File: src/rtl/t_switch_allocator.sv
// Three-port output allocator for one butterfly fat-tree T-switch.
// Per-output round-robin arbitration into one-entry valid/ready output stages.
module t_switch_allocator #(
    parameter int P_W   = 32,
    parameter int CNT_W = 8
) (
    input  logic             clk,
    input  logic             reset,
    input  logic             l_valid_i,
    input  logic             r_valid_i,
    input  logic             u_valid_i,
    input  logic [P_W-1:0]   l_data_i,
    input  logic [P_W-1:0]   r_data_i,
    input  logic [P_W-1:0]   u_data_i,
    input  logic [1:0]       l_dir_i,
    input  logic [1:0]       r_dir_i,
    input  logic [1:0]       u_dir_i,
    output logic             l_ready_o,
    output logic             r_ready_o,
    output logic             u_ready_o,
    output logic             l_valid_o,
    output logic             r_valid_o,
    output logic             u_valid_o,
    output logic [P_W-1:0]   l_data_o,
    output logic [P_W-1:0]   r_data_o,
    output logic [P_W-1:0]   u_data_o,
    input  logic             l_ready_i,
    input  logic             r_ready_i,
    input  logic             u_ready_i,
    output logic             err_o,
    output logic [CNT_W-1:0] drop_cnt_o
);

    localparam logic [1:0] VOID  = 2'd0;
    localparam logic [1:0] LEFT  = 2'd1;
    localparam logic [1:0] RIGHT = 2'd2;
    localparam logic [1:0] UP    = 2'd3;

    localparam logic [CNT_W+1:0] CNT_MAX = {2'b00, {CNT_W{1'b1}}};

    logic l_req_r, l_req_u, r_req_l, r_req_u, u_req_l, u_req_r;
    logic l_ill, r_ill, u_ill;
    logic ol_free, or_free, ou_free;
    logic gl_r, gl_u, gr_l, gr_u, gu_l, gu_r;
    logic ptr_l, ptr_r, ptr_u;
    logic [1:0] n_drop;
    logic [CNT_W+1:0] cnt_sum;

    always_comb begin
        l_req_r = l_valid_i & (l_dir_i == RIGHT);
        l_req_u = l_valid_i & (l_dir_i == UP);
        r_req_l = r_valid_i & (r_dir_i == LEFT);
        r_req_u = r_valid_i & (r_dir_i == UP);
        u_req_l = u_valid_i & (u_dir_i == LEFT);
        u_req_r = u_valid_i & (u_dir_i == RIGHT);
        l_ill = l_valid_i & ((l_dir_i == VOID) | (l_dir_i == LEFT));
        r_ill = r_valid_i & ((r_dir_i == VOID) | (r_dir_i == RIGHT));
        u_ill = u_valid_i & ((u_dir_i == VOID) | (u_dir_i == UP));
    end

    // A slot can take a new packet while its current one drains.
    assign ol_free = ~l_valid_o | l_ready_i;
    assign or_free = ~r_valid_o | r_ready_i;
    assign ou_free = ~u_valid_o | u_ready_i;

    always_comb begin
        gl_r = ~reset & ol_free & r_req_l & (~u_req_l | ~ptr_l);
        gl_u = ~reset & ol_free & u_req_l & (~r_req_l | ptr_l);
        gr_l = ~reset & or_free & l_req_r & (~u_req_r | ~ptr_r);
        gr_u = ~reset & or_free & u_req_r & (~l_req_r | ptr_r);
        gu_l = ~reset & ou_free & l_req_u & (~r_req_u | ~ptr_u);
        gu_r = ~reset & ou_free & r_req_u & (~l_req_u | ptr_u);
    end

    assign l_ready_o = gr_l | gu_l | (~reset & l_ill);
    assign r_ready_o = gl_r | gu_r | (~reset & r_ill);
    assign u_ready_o = gl_u | gr_u | (~reset & u_ill);

    assign n_drop  = 2'(l_ill) + 2'(r_ill) + 2'(u_ill);
    assign cnt_sum = {2'b00, drop_cnt_o} + (CNT_W+2)'(n_drop);

    always_ff @(posedge clk) begin
        if (reset) begin
            l_valid_o  <= 1'b0;
            r_valid_o  <= 1'b0;
            u_valid_o  <= 1'b0;
            l_data_o   <= '0;
            r_data_o   <= '0;
            u_data_o   <= '0;
            ptr_l      <= 1'b0;
            ptr_r      <= 1'b0;
            ptr_u      <= 1'b0;
            err_o      <= 1'b0;
            drop_cnt_o <= '0;
        end else begin
            if (gl_r | gl_u) begin
                l_valid_o <= 1'b1;
                l_data_o  <= gl_r ? r_data_i : u_data_i;
            end else if (l_ready_i) begin
                l_valid_o <= 1'b0;
            end
            if (gr_l | gr_u) begin
                r_valid_o <= 1'b1;
                r_data_o  <= gr_l ? l_data_i : u_data_i;
            end else if (r_ready_i) begin
                r_valid_o <= 1'b0;
            end
            if (gu_l | gu_r) begin
                u_valid_o <= 1'b1;
                u_data_o  <= gu_l ? l_data_i : r_data_i;
            end else if (u_ready_i) begin
                u_valid_o <= 1'b0;
            end
            // A contested grant always goes to the favoured side,
            // so the loser index is the inverted pointer.
            if (ol_free & r_req_l & u_req_l) ptr_l <= ~ptr_l;
            if (or_free & l_req_r & u_req_r) ptr_r <= ~ptr_r;
            if (ou_free & l_req_u & r_req_u) ptr_u <= ~ptr_u;
            if (l_ill | r_ill | u_ill) err_o <= 1'b1;
            drop_cnt_o <= (cnt_sum > CNT_MAX) ? CNT_MAX[CNT_W-1:0]
                                              : cnt_sum[CNT_W-1:0];
        end
    end

endmodule

File: config.mk
export PLATFORM = sky130hd
export DESIGN_NAME = t_switch_allocator
export DESIGN_NICKNAME = d
export VERILOG_FILES = /design/src/rtl/t_switch_allocator.sv
export SDC_FILE = /design/constraint.sdc
export NUM_CORES = 1
export LEC_CHECK = 0
export CAP_MARGIN = 20
export CORE_AREA = 2 2 134 136
export CTS_CLUSTER_SIZE = 28
export DETAILED_ROUTE_END_ITERATION = 8
export DIE_AREA = 0 0 136 138
export PLACE_DENSITY = 0.62
export SYNTH_ARGS = -nofsm -noshare
export SYNTH_HDL_FRONTEND = slang
export SYNTH_SLANG_ARGS = --single-unit
File: constraint.sdc
create_clock -name clk -period 3.26 [get_ports clk]
set_input_delay 0.652 -clock clk [delete_from_list [all_inputs] [get_ports clk]]
set_output_delay 0.652 -clock clk [all_outputs]
set_load 0.02 [all_outputs]
==> flow_metrics.tcl <==
set metrics [dict create \
    pwr-share-clk 0.380 \
    clk_latency_ps 340 \
    area.growth.synth_to_final_pct 55.17 \
    p_sw_mw 0.8978 \
    synth_area_um2 5127 \
    hpwl_um 12370 \
    start_util 0.2924 \
    wl_per_cell_um 17.27 \
    power_density_nw_per_um2 440.6 \
    relSlewSlack 0.4262 \
    synth_edf_count 0 \
    cts_tree "yes" \
    slew_violations 0 \
    antenna_found_initial 0 \
    grt.total_usage 0.1958 \
    dr.pass1.iters 5 \
    rows 49 \
    combPwrFrac 0.198 \
    synthArstFlopShare 0 \
    vias 5348 \
    die-height_um 138 \
    total_power_mw 3.505 \
    max_freq_ghz 0.3163 \
    die_x_um 136 \
    ys_types 37 \
    tightestPinTransition_ps 860.7 \
    fillers 1823 \
    required_ps 2610 \
    clk_pin_slew_ps 70 \
    fin_crit_ps 3162 \
    design_area_um2 7956 \
    ys_ff_latch 111 \
    clk_path_buf_depth 2 \
    worst_hold_path_type "reg2reg" \
    hold_viol_final 0 \
    hold_buffers 0 \
    cts_made_buffers 9 \
    gr-total-overflow 0 \
    route.antenna.remaining_nets 0 \
    finClkSkew_ps 6.762 \
    power.leakage_nw 2.912 \
    place_area_um2 7580 \
    cts_max_level 3 \
    status "finished clean" \
    syn_nets 753 \
    drive_above_1_share 0.09338 \
    multi_input_area_um2 2635 \
    pin_count 221 \
    grt_pass1_vias 5058 \
    synth_cells 637 \
    portBuffers 220 \
    post-route-period-util 0.9698 \
    intPower_mw 2.608 \
    diodes 0 \
    critPathLaunchType "primary input" \
    crit_arrival_ps 2510 \
    drc 0 \
    cap_violations 0 \
    die_area_um2 18770 \
    irDropWorstVdd_v 0.0002251 \
    worstSetupPathType "in2out" \
    grt_setup_unrepaired "no" \
    clock_sinks 111 \
    p_seq_frac 0.421 \
    core_um2 17530 \
    ff_latch_area_um2 2222 \
    place_congestion 0.8356 \
    routed_wirelength_um 18570 \
    synth_area_per_cell_um2 8.049 \
    synth_ff_type "dfxtp_1" \
    worst-path-max-fanout 4 \
    vias_per_cell 4.975 \
    ys_warn_count 0 \
    fin_nets 957 \
    whs_ps 483.1 \
    grt_pass1_wl_um 28830 \
    drtIter0Drc 266 \
    end_kind "output port" \
    swShare 0.2561 \
    grt_max_degree 65 \
    ys_seq_area_frac 0.4334 \
    cts_root_buffer "clkbuf_16" \
    finalSetupViolCount 0 \
]
[registers in the layout, summed over array words and instances, names as in the netlist]
signal and flops:
u_valid_o 1, l_data_o 32, ptr_r 1, ptr_l 1, err_o 1, r_data_o 32, drop_cnt_o 8, r_valid_o 1
ptr_u 1, u_data_o 32, l_valid_o 1
[synthesized netlist by cell type, drive strengths merged (5+ instances only)]
| master | number | area share |
|---|---|---|
| nand2 | 193 | 0.14 |
| dfxtp | 111 | 0.43 |
| a31oi | 66 | 0.081 |
| o21ai | 62 | 0.061 |
| nor2 | 41 | 0.030 |
| a311oi | 32 | 0.090 |
| clkbuf | 27 | 0.020 |
| buf | 26 | 0.030 |
| inv | 11 | 0.0081 |
| a21oi | 7 | 0.0068 |
| nand3 | 7 | 0.0068 |
| xnor2 | 6 | 0.010 |
| nor2b | 5 | 0.0061 |
| nor3 | 5 | 0.0049 |
[per-stage QoR]
stage / std cells / utilization / setup WS (ps) / TNS (ps)
after global routing: 1075 / 0.4538 / 33.42 / 0
final: 1075 / 0.4538 / 98.39 / 0
after CTS: 1075 / 0.4529 / 4.813 / 0
after detailed placement: 1059 / 0.4323 / -241.0 / -1536
after floorplan: 637 / - / 364.2 / 0
after global placement: 1059 / 0.4323 / -206.6 / -1343
[metal layers]
layer / up-vias / part of all wire / track usage
li1: 2631 / - / -
met3: 23 / 0.074 / 0.04474
met4: 0 / 0.020 / 0.06908
met1: 2492 / 0.45 / 0.2630
met2: 202 / 0.46 / 0.3073
met5: - / 0 / 0
[cell families (layout without fill, tap and decap cells)]
logic type                 after synthesis  after routing  share of synthesized area
muxes                                    2              2                   0.003904
adders and majority gates                6              6                    0.01757
DFF                                    111            111                     0.4334
xor gates and xnor gates                 7              7                    0.01196
AOI/OAI and AO/OA                      178            178                     0.2589
and+or+nand+nor                        269            269                     0.2162
buffers and inverters                   64            273                    0.05808
[timing repair]
item | in CTS | in global routing
endpoints found under the setup margin | 0 | 8
setup buffers | 0 | 0
gates resized for setup | 0 | 4
[power by group through the flow]
stage               registers [mW]  clock network, mW  logic [mW]
detailed placement            1.51                  0       0.696
floorplan                     1.59                  0       0.217
CTS                           1.48               1.38       0.699
global route                  1.49               1.42       0.748
global placement              1.51                  0       0.695
finish                        1.48               1.33       0.695
[critical path, cell delays in order]
cell and delay, ps:
clkdlybuf4s50_1 520, buf_4 130, nand4b_1 130, and4_2 270, a211o_1 260, clkdlybuf4s50_1 550
[worst paths after layout]
| path | depth (start not counted) | from | to | slack (ps) |
|---|---|---|---|---|
| max | 6 | l_dir_i[1] | r_ready_o | 100 |
| min | 2 | u_data_o[1] | u_data_o[1] | 480 |
| max reg2reg | 8 | drop_cnt_o[0] | drop_cnt_o[6] | 980 |
| min reg2reg | 2 | u_data_o[1] | u_data_o[1] | 480 |
[placed cells by master (no fill, tap or decap), types with 6 or more instances in the layout]
master	instances
o21ai_0	62
nor2_1	41
nand2_1	193
inv_1	10
dfxtp_1	111
nand3_1	6
a21oi_1	7
clkdlybuf4s50_1	217
clkbuf_16	9
a31oi_1	66
buf_4	25
xnor2_1	6
a311oi_2	29
[layout make-up]
class	instances	share of cell area
multi-input cells	462	0.3312
repair buffers	246	0.3029
flip-flops and latches	111	0.2793
well taps	229	0.03601
clock buffers	10	0.02878
clock inverters	6	0.01667
inverters	11	0.005189
(Power assumes the default switching activity.)
